## src/rtl/coax_buffered_tx_seq.sv

```systemverilog
// Buffered coax transmit word sequencer: FIFO + parity + frame start/feed/drain control.
// Optional auto-start (fill threshold / idle timeout) is built when COAX_TX_AUTOSTART_EN is defined.
module coax_buffered_tx_seq #(
    parameter int DATA_WIDTH   = 10,
    parameter int DEPTH        = 16,
    parameter int START_DEPTH  = 8,
    parameter int IDLE_TIMEOUT = 256
) (
    input  logic                       clk,
    input  logic                       reset_n,
    input  logic [DATA_WIDTH-1:0]      data,
    input  logic                       load_strobe,
    input  logic                       start_strobe,
    input  logic                       abort_strobe,
    input  logic                       parity,
    output logic [DATA_WIDTH:0]        tx_data,
    output logic                       tx_strobe,
    input  logic                       tx_ready,
    input  logic                       tx_active,
    output logic                       empty,
    output logic                       full,
    output logic [$clog2(DEPTH):0]     level,
    output logic                       active,
    output logic                       overflow
);

    localparam int AW = $clog2(DEPTH);
    localparam logic [AW:0] LVL_FULL = (AW+1)'(DEPTH);

    typedef enum logic [1:0] {
        S_IDLE  = 2'd0,
        S_SEND  = 2'd1,
        S_DRAIN = 2'd2
    } state_t;

    if ((DEPTH < 2) || ((DEPTH & (DEPTH - 1)) != 0) || (START_DEPTH < 1) ||
        (START_DEPTH > DEPTH) || (IDLE_TIMEOUT < 2)) begin : g_cfg_err
        $error("coax_buffered_tx_seq: invalid parameter set");
    end

    state_t                  r_state;
    state_t                  w_state_nxt;
    logic [DATA_WIDTH-1:0]   r_mem [DEPTH];
    logic [AW-1:0]           r_wr_ptr;
    logic [AW-1:0]           r_rd_ptr;
    logic [AW:0]             r_level;
    logic                    r_tx_strobe;
    logic [DATA_WIDTH:0]     r_tx_data;
    logic                    r_overflow;

    logic                    w_empty;
    logic                    w_full;
    logic                    w_pop;
    logic                    w_push;
    logic                    w_drop;
    logic                    w_auto_start;
    logic [DATA_WIDTH-1:0]   w_head;
    logic                    w_par_bit;

    assign w_empty   = (r_level == '0);
    assign w_full    = (r_level == LVL_FULL);
    assign w_head    = r_mem[r_rd_ptr];
    assign w_par_bit = (^w_head) ^ parity;

    // Pops are spaced by the registered strobe so strobes never land on consecutive cycles.
    assign w_pop  = (r_state == S_SEND) && tx_ready && !w_empty && !r_tx_strobe && !abort_strobe;
    assign w_push = load_strobe && !abort_strobe && (!w_full || w_pop);
    assign w_drop = load_strobe && !abort_strobe && w_full && !w_pop;

`ifdef COAX_TX_AUTOSTART_EN
    localparam int CW = $clog2(IDLE_TIMEOUT);
    localparam logic [CW-1:0] CNT_LAST  = CW'(IDLE_TIMEOUT - 1);
    localparam logic [AW:0]   LVL_START = (AW+1)'(START_DEPTH);

    logic [CW-1:0] r_idle_cnt;

    always_ff @(posedge clk) begin
        if (!reset_n) begin
            r_idle_cnt <= '0;
        end else if (load_strobe || (r_state != S_IDLE)) begin
            r_idle_cnt <= '0;
        end else if (!w_empty && (r_idle_cnt != CNT_LAST)) begin
            r_idle_cnt <= r_idle_cnt + 1'b1;
        end
    end

    // Counter may sit at its limit after a flush; only a non-empty FIFO may trigger a start.
    assign w_auto_start = (r_level >= LVL_START) || (!w_empty && (r_idle_cnt == CNT_LAST));
`else
    assign w_auto_start = 1'b0;
`endif

    always_ff @(posedge clk) begin
        if (w_push) begin
            r_mem[r_wr_ptr] <= data;
        end
    end

    always_ff @(posedge clk) begin
        if (!reset_n) begin
            r_state     <= S_IDLE;
            r_wr_ptr    <= '0;
            r_rd_ptr    <= '0;
            r_level     <= '0;
            r_tx_strobe <= 1'b0;
            r_tx_data   <= '0;
            r_overflow  <= 1'b0;
        end else begin
            r_state     <= w_state_nxt;
            r_tx_strobe <= w_pop;
            if (w_pop) begin
                r_tx_data <= {w_par_bit, w_head};
            end
            if (w_push) begin
                r_wr_ptr <= r_wr_ptr + 1'b1;
            end
            if (abort_strobe) begin
                r_rd_ptr   <= r_wr_ptr;
                r_level    <= '0;
                r_overflow <= 1'b0;
            end else begin
                if (w_pop) begin
                    r_rd_ptr <= r_rd_ptr + 1'b1;
                end
                if (w_push && !w_pop) begin
                    r_level <= r_level + 1'b1;
                end else if (!w_push && w_pop) begin
                    r_level <= r_level - 1'b1;
                end
                if (w_drop) begin
                    r_overflow <= 1'b1;
                end
            end
        end
    end

    always_comb begin
        w_state_nxt = r_state;
        if (abort_strobe) begin
            w_state_nxt = tx_active ? S_DRAIN : S_IDLE;
        end else begin
            case (r_state)
                S_IDLE: begin
                    if ((start_strobe && !w_empty) || w_auto_start) begin
                        w_state_nxt = S_SEND;
                    end
                end
                S_SEND: begin
                    if (w_empty && !r_tx_strobe) begin
                        w_state_nxt = S_DRAIN;
                    end
                end
                S_DRAIN: begin
                    if (!tx_active) begin
                        w_state_nxt = S_IDLE;
                    end
                end
                default: w_state_nxt = S_IDLE;
            endcase
        end
    end

    assign tx_data   = r_tx_data;
    assign tx_strobe = r_tx_strobe;
    assign empty     = w_empty;
    assign full      = w_full;
    assign level     = r_level;
    assign active    = (r_state != S_IDLE);
    assign overflow  = r_overflow;

endmodule

```

## config.mk

```make
export PLATFORM = sky130hd
export DESIGN_NAME = coax_buffered_tx_seq
export DESIGN_NICKNAME = d
export VERILOG_FILES = /design/src/rtl/coax_buffered_tx_seq.sv
export SDC_FILE = /design/constraint.sdc
export NUM_CORES = 1
export LEC_CHECK = 0
export BUFFER_PORTS_ARGS = -buffer_cell sky130_fd_sc_hd__buf_2
export CORE_ASPECT_RATIO = 1.2
export CORE_MARGIN = 2
export CORE_UTILIZATION = 60
export CTS_CLUSTER_DIAMETER = 200
export DETAILED_ROUTE_END_ITERATION = 8
export GPL_TIMING_DRIVEN = 1
export PLACE_DENSITY = 0.78
export SYNTH_ARGS = -nofsm -noshare
export SYNTH_HDL_FRONTEND = slang
export SYNTH_SLANG_ARGS = --single-unit
```

## constraint.sdc

```tcl
create_clock -name clk -period 4.7 [get_ports clk]
set_clock_uncertainty 0.05 [all_clocks]
set_input_delay 0.94 -clock clk [delete_from_list [all_inputs] [get_ports clk]]
set_output_delay 0.94 -clock clk [all_outputs]
set_load 0.1 [all_outputs]
```

==> impl_summary.md, run 1 <==
Run status
The flow ran to the end, and the final reports show no timing, DRC or antenna violations.

Clock network
The number of clock sinks is 192. Buffers inserted during clock tree synthesis total 17. TritonCTS built the clock tree. The buffers inserted during post-CTS setup optimization is 0. Clock latency on the worst-skew pair, taken at its later pin, is 420 ps. In this run the clock root is driven by a clkbuf_16. The number of instances resized during post-cts repair is 0.

In this run the number of H-tree levels came out at 4. The clock-pin slew reported for the worst setup and hold paths after clock tree synthesis is 60 ps. The worst-case clock buffer depth is 2.

The post-cts hold buffer count is 0.

STA
Headroom to the max-slew limit came out at 43.0%. In the final timing run, aggregate negative setup slack is 0 ps. The count of final hold-check violations is 0. The number of failing setup endpoints in the final timing report is 0. Setup repair after global routing left no endpoint under its margin. The final-report max-slew violation count was 0. The worst path in the final design needs a cycle of 3650 ps, including I/O delays and setup. Based on the critical path, the design can be clocked at up to 274 MHz. The fraction of the cycle the final worst path needs is 77.8%. At the pin with the least slew margin, the transition time is 855 ps.

Pwr
The leakage component of the power is 2.87 nW. The worst vdd rail ir drop is 0.235 mV. The design draws 3.45 mW. Dividing total power by cell area gives a power density of 400 mW/mm².

Drt
The remaining antenna violation count is 0. Wires add up to 14.9 mm. In this run, the number of DRC markers left after iteration 0 of detailed routing was 400.

Dividing the detail-routed wire length by the instance count gives 22.6 µm. In the routed design, unresolved DRC markers number 0. The total via count in the routed design is 4038. The number of vias per cell is 6.10.

The number of search-and-repair iterations in the first detailed-routing pass is 5.

Yosys
The number of warnings printed during yosys synthesis is 0. The mapped netlist covers 0.00761 mm². Each instance of the synthesized netlist takes up on average 17.6 µm².

The number of nets produced by synthesis is 460. The post-synthesis cell type count is 35. The number of synthesized register bits is 192. Of the post-synthesis cell area, the dominant cell type holds 63.1%.

The fraction of the yosys area taken by sequential cells is 71.5%. In the synthesized netlist, the number of instances is 432. The library cell with the largest summed area after synthesis is edfxtp_1. By area the synthesized netlist is led by edfxtp_1 (63%), mux4_2 (13%), dfxtp_1 (8.4%), nand2_1 (1.8%), xnor2_1 (1.7%).

Placement
In this run, placement finished with an instance count of 632. The half-perimeter wire length after detailed placement is 9.22 mm. The count of port buffers added during placement is 38.

Routability-driven placement finished with a final weighted congestion of 0.765.

Critical path
On the critical path, the stage with the largest delay is an instance of nor3b_2. STA classifies the critical path startpoint as a register. The setup slack of the worst register-to-register path is 1050 ps. Grouping stages by cell kind, the critical path spends the most delay in simple AND/OR/NAND/NOR gates. The endpoint type of the worst setup path is a register. The launch instance of the worst register-to-register path is r_state[0]$_SDFFE_PN0P_. Tracing the worst setup path back leads to its startpoint at r_state[0]$_SDFFE_PN0P_. The critical path's most frequent cell is a21oi_1. The number of buffers and inverters on the critical path is 1. The peak fanout along the critical path is 8. Traced cell by cell, the critical path runs through nor3b_1 -> nand3_1 -> and2_1 -> nor3b_2 -> ha_1 -> inv_1 -> fa_1 -> a21o_1 -> a21oi_1 -> xnor2_1 -> or3_1 -> a21oi_1. The critical path is of the reg2reg type. The delay of the slowest critical-path stage is 510 ps.

Data on the critical path is required at its endpoint by 5000 ps. The arrival time at the worst endpoint is 3960 ps.

Hold path
The tightest min-delay check is of the reg2reg type. The worst hold path begins at tx_data[8]$_SDFFE_PN0N_.

Cells and area
Of the cells placed in the final design, the portion with a size suffix greater than 1 is 26.3%. 0 antenna diodes ended up in the layout. The area growth from synthesis to layout is 13.3%. The count of filler cells inserted in the layout is 794. The net count of the finished layout is 515.

The post-route non-filler standard cell count is 662.

Global route
The number of global-route vias before repair came to 4049. The initial antenna violation count came to 0. Entering global routing, the biggest net connects 41 pins. The total congestion overflow after global routing is 0. The first global-routing pass estimated 23.1 mm of wire. The total global-route track usage is 23.6%.

Die
The overall die area is 0.0136 mm². The number of rows in the core area is 45. The floorplan step set the die width to 107 µm. For this configuration, the core starts out at a cell density of 60.9%. The overall die height is 127 µm. Pin placement for this block handled 39 I/O pins. The floorplan step defined a core boundary enclosing 0.0125 mm².

Job
The number of maximum-capacitance constraint violations is 0.
[Yosys cell counts, drive strengths merged]
cell type,instances
nand3,4
nand2,37
xnor2,16
nor4,2
xor2,3
and2,10
a21o,2
a21boi,11
mux4,43
inv,6
a22oi,14
edfxtp,160
nor2b,4
nand4,1
a211oi,1
nor3b,2
mux2i,3
a21oi,6
nor2,24
nor3,4
clkbuf,9
dfxtp,32
or2,1
o21ai,7
nand2b,4
buf,13
nand3b,2
or3,1
ha,9
fa,1
[worst min-delay path, delay by kind of cell, from the launching register on]
family	cells	cell delay [ps]
DFF	1	310
and+or+nand+nor	1	50
AOI/OAI and AO/OA	1	60
[registers in the layout, indices dropped and copies added (netlist names), named ones only]
name / flops
r_mem: 160
tx_data: 11
level: 5
r_rd_ptr: 4
r_wr_ptr: 4
r_state: 2
overflow: 1
tx_strobe: 1
[path summary, 6_finish.rpt]
check,cells after the start,endpoint
hold / removal,2,tx_data[8]$_SDFFE_PN0N_
setup reg to reg,12,level[4]$_SDFFE_PP0P_
setup / recovery,12,level[4]$_SDFFE_PP0P_
hold reg to reg,2,tx_data[8]$_SDFFE_PN0N_
[per-layer routing]
| layer | track usage (%) | part of all wire [%] | vias to the layer above | routed length (µm) |
|---|---|---|---|---|
| met5 | 0 | 0 | - | 0 |
| met4 | 8.94 | 1.8 | 0 | 264 |
| met3 | 4.64 | 5.8 | 20 | 862 |
| met2 | 39.6 | 52 | 172 | 7790 |
| met1 | 31.1 | 40 | 2065 | 6020 |
| li1 | - | - | 1781 | - |
[final cells by class]
type | count | area, µm² | area share (%)
well taps | 164 | 205 | 2.38
clock buffers | 18 | 429 | 4.97
flip-flops and latches | 192 | 5450 | 63.1
repair buffers | 58 | 353 | 4.09
clock inverters | 12 | 144 | 1.67
inverters | 6 | 22.5 | 0.261
multi-input cells | 212 | 2030 | 23.5
[through the flow]
step	hold WS (ps)	cell area (µm²)	utilization [%]	worst slack [ps]
after floorplan	373	7610	-	523
after global placement	395	8060	64.4	908
after detailed placement	407	8060	64.4	827
after CTS	416	8630	69.0	1050
after global routing	428	8630	69.0	726
final	412	8630	69.0	1050
[power by group]
group	internal, mW	leakage [nW]	switching, mW
combinational	0.0691	0.892	0.111
sequential	1.85	1.70	0.0129
clock	0.825	0.275	0.576
[cell usage in the layout (no fill, tap or decap), types with 2 or more instances in the layout]
cell,n
nand3b_1,2
clkbuf_16,17
clkinvlp_4,2
nor4_1,2
nor2b_1,4
mux4_2,43
mux2i_1,3
xor2_1,3
dfxtp_1,31
a21boi_0,8
inv_1,6
clkinv_1,3
nand2_1,37
buf_2,38
ha_1,9
a21oi_1,6
nor3_1,4
a22oi_1,14
bufinv_16,3
buf_4,19
nor2_1,24
and2_1,10
nand3_1,4
nand2b_1,4
edfxtp_1,160
a21boi_1,3
a21o_1,2
o21ai_0,7
clkinv_2,2
xnor2_1,15
[logic make-up after synthesis]
kind of cell	after synthesis	synth area share (%)
AO/OA/AOI/OAI	41	3.62
XOR/XNOR	19	2.28
adder cells (fa/ha/maj)	10	1.74
buffers and inverters	28	1.82
flip-flops	192	71.5
multiplexers	46	13.1
AND/OR/NAND/NOR	96	5.88
No activity file was read; power rests on OpenSTA's default activity.
==> run 2, diff against run 1 <==
clock period = 3.6 ns   (was 4.7 ns; I/O delays follow)
==> run 2 against run 1 <==
- register-to-register slack worse by 510 ps
- sequential power increased by 30%
- hold slack worse by 1.3 ps
- utilization grew 0.39 points
- sequential share of layout area shrank 0.27 points
- via count decreased by 1.9%
- critical path depth rose by 2
- die area unchanged
- wire length is 4.6% lower
- final area increased by 0.57%
- count of clock-buffer cells in the layout unchanged
- fmax grew 19%
- critical path type unchanged
- critical endpoint unchanged
==> impl_summary.md, run 2 (synthesized netlist as in run 1, its figures left out) <==
Run status
The run finished with clean final reports.

Critical path
The worst setup path is launched from a register. The peak fanout along the critical path is 7 (-1). By startpoint and endpoint, the worst setup path is classified as reg2reg. The arrival time at the worst endpoint came to 3360 ps (-600 ps). Walking the worst path, the cells encountered are nor4_1 -> nand2b_1 -> nand3_1 -> buf_4 -> nor2_1 -> inv_1 -> ha_1 -> inv_1 -> fa_1 -> a21o_1 -> a21oi_1 -> xnor2_1 -> or3_1 -> a21oi_1.

The delay of the slowest critical-path stage is 430 ps (-80 ps). STA classifies the critical path endpoint as a register. The data required time at the worst endpoint is 3900 ps (-1100 ps). The family of cells with the greatest summed delay on the critical path is simple AND/OR/NAND/NOR gates. The sum of buffers and inverters on the critical path is 3 (+2). The largest individual stage delay along the critical path comes from the cell fa_1.

STA
The number of failing setup endpoints in the final timing report is 0 (unchanged). Setup repair after global routing left no endpoint under its margin. The final-report max-slew violation count is 0 (unchanged). The fraction of the cycle the final worst path needs was 85.2% (+7.5 points). The pin slew with the least headroom to its limit is 690 ps (-164 ps). The fmax is 326 MHz (+19%). The final worst hold slack is 411 ps (-1.27 ps). The count of final hold-check violations is 0 (unchanged).

The summed negative setup slack over all endpoints came to 0 ps (unchanged). The time the worst path needs with I/O delays and setup is 3070 ps (-587 ps). The relative max-transition margin is 53.9% (+11 points).

The final worst-path setup slack is 532 ps (-513 ps).

Cells and area
The count of filler cells inserted in the layout is 795 (+0.13%). The number of flip-flops in the largest register came to 160 (unchanged). The number of nets at the end of the flow is 517 (+0.39%). The total area of multi-input combinational cells is 0.00203 mm² (about the same).

The number of antenna diodes is 0 (unchanged). The ratio of cells with drive above 1 in the final layout is 28.5% (+2.2 points). Leaving out fill and tap cells, the most frequent cells in the layout are edfxtp_1 (160), mux4_2 (43), buf_2 (38).

The footprint of the flip-flops and latches came to 0.00545 mm² (+0.14%). The library cell used most frequently in the layout, excluding fill and tap cells, is edfxtp_1. The growth of design area from synthesis to finish is 14.0%. The post-route non-filler standard cell count is 666 (+0.60%). r_mem holds more flip-flops than any other register.

Job
The number of maximum-capacitance constraint violations is 0 (unchanged).

Clock network
The clock-pin slew reported for the worst setup and hold paths after clock tree synthesis came to 70 ps (about the same). The total clock buffers created by CTS is 17 (unchanged). The number of instances resized during post-cts repair came to 0 (unchanged).

The master cell of the clock root buffer is clkbuf_16. The post-cts hold buffer count is 0 (unchanged). The maximum level of the CTS H-tree was 4 (unchanged).

The worst-case clock buffer depth is 2 (unchanged). The insertion delay to the later sink of the worst-skew pair is 420 ps (about the same). The buffers inserted during post-CTS setup optimization is 0 (unchanged). The number of clock sinks is 192 (unchanged).

TritonCTS built the clock tree.

Pwr
The worst vdd rail ir drop came to 0.338 mV (+43%). The power density normalized to cell area was 521 mW/mm² (+30%). The leakage component of the power is 2.88 nW (+0.57%).

Global route
The wire length of the first global-routing pass is 22.1 mm (-4.3%). The initial antenna violation count is 0 (unchanged). The total global-route track usage is 22.3% (-1.3 points). The total congestion overflow after global routing is 0 (unchanged). The number of global-route vias before repair came to 4020 (-0.72%).

The maximum number of pins on one net before global-route repair is 41 (unchanged).

Die
The horizontal die dimension is 107 µm (unchanged). The core region area is 0.0125 mm² (unchanged). The overall die area came to 0.0136 mm² (unchanged).

The overall die height is 127 µm (unchanged). The starting density of the core came to 60.9% (unchanged). The count of boundary I/O pins is 39 (unchanged).

The number of rows in the core area is 45 (unchanged).

Drt
The total via count in the routed design is 3962 (-1.9%). The count of unresolved DRC violations after routing is 0 (unchanged). The violation count after the first detailed-route iteration was 345 (-14%). The remaining antenna violation count is 0 (unchanged). The number of search-and-repair iterations in the first detailed-routing pass is 5 (unchanged). The per-cell routed wire length is 21.4 µm (-5.2%). The number of vias per cell is 5.95 (-2.5%). The final wirelength came to 14.3 mm (-4.6%).

Placement
The weighted congestion at the end of routability-driven global placement is 0.764 (about the same). The count of port buffers added during placement is 38 (unchanged). The setup slack at placement is 532 ps (-295 ps). The total placed cells including tap cells is 634 (+0.32%). The half-perimeter wire length after detailed placement is 9.32 mm (+1.1%).

Hold path
The min-delay analysis places its worst path in the category reg2reg.
run 2: cell count changes in the layout (fill, tap and decap cells not counted), moves of 2 or more:
cell,before,now
dfxtp_1,31,25
inv_8,0,2
clkinv_2,2,0
dfxtp_2,1,7
inv_6,1,3
run 2: cell type report:
cell class                 count  area share (%)
inverter                       6           0.260
clock buffer                  18            4.95
clock inverter                14            1.80
multi-input combinational    212            23.4
timing repair buffer          60            4.38
tap                          164            2.36
sequential                   192            62.9
run 2: where the power goes:
| group | leakage [nW] | total (mW) | switching [mW] | internal, mW |
|---|---|---|---|---|
| clock network | 0.276 | 1.85 | 0.811 | 1.04 |
| logic | 0.904 | 0.241 | 0.149 | 0.0919 |
| registers | 1.70 | 2.43 | 0.00999 | 2.42 |
| total | 2.88 | 4.52 | 0.970 | 3.55 |
run 2: tightest hold or removal path, cell delays in order, from the launching register on:
cell and delay (ps):
dfxtp_1 320, nand2_1 50, a21boi_1 50
run 2: worst paths after layout:
check,from,end,slack (ps),cells after the start
worst min-delay path,tx_data[1]$_SDFFE_PN0N_,tx_data[1]$_SDFFE_PN0N_,410,2
worst min register to register,tx_data[1]$_SDFFE_PN0N_,tx_data[1]$_SDFFE_PN0N_,410,2
worst max-delay path,level[0]$_SDFFE_PP0P_,level[4]$_SDFFE_PP0P_,530,14
worst max register to register,level[0]$_SDFFE_PP0P_,level[4]$_SDFFE_PP0P_,530,14
run 2: metal layers:
layer / share of wire (%) / track usage (%)
met5: 0 / 0
met4: 0.88 / 4.66
met3: 6.0 / 5.56
met2: 53 / 38.0
met1: 40 / 29.8
run 2: stage by stage:
step / utilization (%) / power, mW / area [µm²]
after global placement: 64.7 / 2.71 / 8090
after CTS: 69.4 / 4.55 / 8680
after detailed placement: 64.7 / 2.72 / 8090
final: 69.4 / 4.52 / 8680
after floorplan: - / 2.65 / 7620
after global routing: 69.4 / 4.64 / 8680
==> run 3, diff against run 2 <==
BUFFER_PORTS_ARGS = -buffer_cell sky130_fd_sc_hd__buf_4   (was -buffer_cell sky130_fd_sc_hd__buf_2)
SLEW_MARGIN = 20   (was not set)
==> run 3 against run 2 <==
- count of clock-buffer cells in the layout increased by 1
- register-to-register slack about the same
- non-clock buffer count increased by 3
- global-route usage increased by 0.91 points
- power increased by 2.5%
- sequential share of layout area decreased by 0.98 points
- critical path depth unchanged
- largest cell class unchanged
- highest routed layer unchanged
==> impl_summary.md, run 3 (synthesized netlist as in run 1, its figures left out) <==
Run status
The run finished with clean final reports.

Cells and area
The number of antenna diodes is 0 (unchanged). The count of filler cells inserted in the layout came to 804 (+1.1%). The library cell used most frequently in the layout, excluding fill and tap cells, is edfxtp_1.

The ratio of cells with drive above 1 in the final layout was 28.9% (+0.42 points). The top cell types in the final layout, fill and taps aside, are edfxtp_1 (160), buf_4 (62), mux4_2 (43). The number of nets at the end of the flow is 520 (+0.58%). The footprint of the flip-flops and latches is 0.00545 mm² (unchanged). The total area of multi-input combinational cells is 0.00203 mm² (unchanged). The number of flip-flops in the largest register came to 160 (unchanged). The register with the most flip-flops in the final layout is r_mem.

Compared with the post-synthesis result, the final layout area differs by 15.8%.

Drt
The violation count after the first detailed-route iteration is 280 (-19%). The per-cell routed wire length is 21.7 µm (+1.1%). The number of vias per cell is 5.90 (-0.90%). The count of unresolved DRC violations after routing is 0 (unchanged). The total via count in the routed design was 3944 (-0.45%). The number of search-and-repair iterations in the first detailed-routing pass is 5 (unchanged). The final wirelength is 14.5 mm (+1.6%). The remaining antenna violation count is 0 (unchanged).

Hold path
The number of stages on the worst hold path is 2 (unchanged). The kind of path behind the tightest hold check is reg2reg. The worst hold path terminates at tx_data[8]$_SDFFE_PN0N_. The critical hold path startpoint is tx_data[8]$_SDFFE_PN0N_.

Critical path
The launch instance of the worst register-to-register path is level[0]$_SDFFE_PP0P_. The worst setup path is captured at a register. The data required time at the worst endpoint is 3900 ps (about the same). The arrival time at the worst endpoint is 3370 ps (about the same). The peak fanout along the critical path was 7 (unchanged). The path depth of the worst reg2reg path is 14 (unchanged).

The class of the most critical setup path is reg2reg. STA classifies the critical path startpoint as a register. The delay of the slowest critical-path stage came to 420 ps (about the same). The setup slack of the worst register-to-register path is 530 ps (about the same). The destination of the worst register-to-register timing path is level[4]$_SDFFE_PP0P_.

The critical path goes through nor4_1 -> nand2b_1 -> nand3_1 -> buf_4 -> nor2_1 -> inv_1 -> ha_1 -> inv_1 -> fa_1 -> a21o_1 -> a21oi_1 -> xnor2_1 -> or3_1 -> a21oi_1. The worst-path cell with the longest stage delay is nor4_1.

Clock network
The number of clock sinks is 192 (unchanged). The CTS tree is built. Clock tree synthesis selected as its root buffer the cell clkbuf_16. The clock-pin slew reported for the worst setup and hold paths after clock tree synthesis is 70 ps (about the same). The maximum level of the CTS H-tree is 4 (unchanged). The number of instances resized during post-cts repair was 0 (unchanged). The worst-case clock buffer depth is 2 (unchanged). The insertion delay to the later sink of the worst-skew pair is 430 ps (about the same). The total clock buffers created by CTS is 17 (unchanged). The post-cts hold buffer count was 0 (unchanged). The buffers inserted during post-CTS setup optimization was 0 (unchanged).

Die
The core region area is 0.0125 mm² (unchanged). The overall die area is 0.0136 mm² (unchanged). The count of boundary I/O pins came to 39 (unchanged). The overall die height is 127 µm (unchanged). The horizontal die dimension is 107 µm (unchanged). The starting density of the core is 60.9% (unchanged). The number of rows in the core area is 45 (unchanged).

Placement
The weighted congestion at the end of routability-driven global placement is 0.769 (+0.67%). The setup slack at placement is 524 ps (-8.84 ps). The half-perimeter wire length after detailed placement is 9.51 mm (+2.0%). The count of port buffers added during placement is 38 (unchanged).

Pwr
The share of total power in sequential cells is 52.5% (-1.3 points). The leakage component of the power came to 2.93 nW (+1.6%). The net switching power is 0.943 mW (-2.9%).

The internal portion of total power came to 3.69 mW (+3.9%). The worst vdd rail ir drop came to 0.350 mV (+3.6%). The power density normalized to cell area is 525 mW/mm² (+0.86%). The switching part of the total power is 20.4% (-1.1 points). The share of power burned in combinational logic was 5.4% (about the same).

The relative contribution of the clock network to total power is 42.1% (+1.2 points).

STA
The fraction of the cycle the final worst path needs is 85.3% (+0.093 points). The fmax is 326 MHz (-0.11%). The final worst-path setup slack is 529 ps (-3.34 ps). The summed negative setup slack over all endpoints was 0 ps (unchanged). The count of final hold-check violations is 0 (unchanged). The relative max-transition margin is 55.6% (+1.8 points). The pin slew with the least headroom to its limit was 665 ps (-24.9 ps).

The time the worst path needs with I/O delays and setup is 3070 ps (+3.34 ps). The number of failing setup endpoints in the final timing report is 0 (unchanged). Setup repair after global routing left no endpoint under its margin. The final-report max-slew violation count is 0 (unchanged).

Global route
The wire length of the first global-routing pass was 22.8 mm (+3.1%). The initial antenna violation count is 0 (unchanged). The maximum number of pins on one net before global-route repair is 41 (unchanged).

The number of global-route vias before repair is 4067 (+1.2%). The total global-route track usage is 23.2% (+0.91 points). The total congestion overflow after global routing was 0 (unchanged).

Job
The number of maximum-capacitance constraint violations was 0 (unchanged).
run 3: cell types whose count changed in the layout (fill, tap and decap cells not counted):
cell,change
buf_12,-1
buf_2,-38
buf_4,+42
bufinv_16,+2
clkbuf_1,+1
clkinv_1,-1
clkinv_2,+2
clkinv_4,-2
inv_6,-1
inv_8,-1
run 3: worst max path at each step:
stage	start	end	cells after the start
2_1_floorplan	level[0]$_SDFFE_PP0P_	level[4]$_SDFFE_PP0P_	12
3_3_place_gp	level[0]$_SDFFE_PP0P_	level[4]$_SDFFE_PP0P_	14
3_5_place_dp	level[0]$_SDFFE_PP0P_	level[4]$_SDFFE_PP0P_	14
4_1_cts	level[0]$_SDFFE_PP0P_	level[4]$_SDFFE_PP0P_	14
5_1_grt	level[0]$_SDFFE_PP0P_	level[4]$_SDFFE_PP0P_	14
6_report	level[0]$_SDFFE_PP0P_	level[4]$_SDFFE_PP0P_	14
run 3: area by class of cell:
type	instances	share of cell area, %
sequential	192	61.9
timing repair buffer	63	5.51
clock inverter	13	2.10
inverter	6	0.256
clock buffer	19	4.91
multi-input combinational	212	23.0
tap	164	2.33
run 3: worst max-delay path, delay by kind of cell (launching register included):
kind | cells | cell delay (ps)
adders and majority gates | 2 | 600
DFF | 1 | 360
and+or+nand+nor | 5 | 1070
buffers and inverters | 3 | 340
xor gates and xnor gates | 1 | 90
AOI/OAI and AO/OA | 3 | 490
run 3: per-stage QoR:
stage	cells	hold WS (ps)	cell area, µm²	util [%]	power [mW]
3_3_place_gp	637	386	8200	65.6	2.72
3_5_place_dp	637	410	8200	65.6	2.73
2_1_floorplan	432	373	7620	-	2.65
4_1_cts	669	418	8810	70.5	4.65
6_report	669	424	8810	70.5	4.63
5_1_grt	669	445	8810	70.5	4.76
run 3: routing by layer:
layer	track usage (%)	wire, µm
met1	29.6	5810
met5	0	0
met3	4.54	762
met2	40.6	7740
met4	7.49	173
run 3: power groups by stage:
stage	Combinational [mW]	Sequential [mW]	Clock, mW
after floorplan	0.158	2.49	0
after global placement	0.242	2.48	0
after detailed placement	0.250	2.48	0
after CTS	0.252	2.43	1.97
after global routing	0.270	2.43	2.06
final	0.250	2.43	1.95
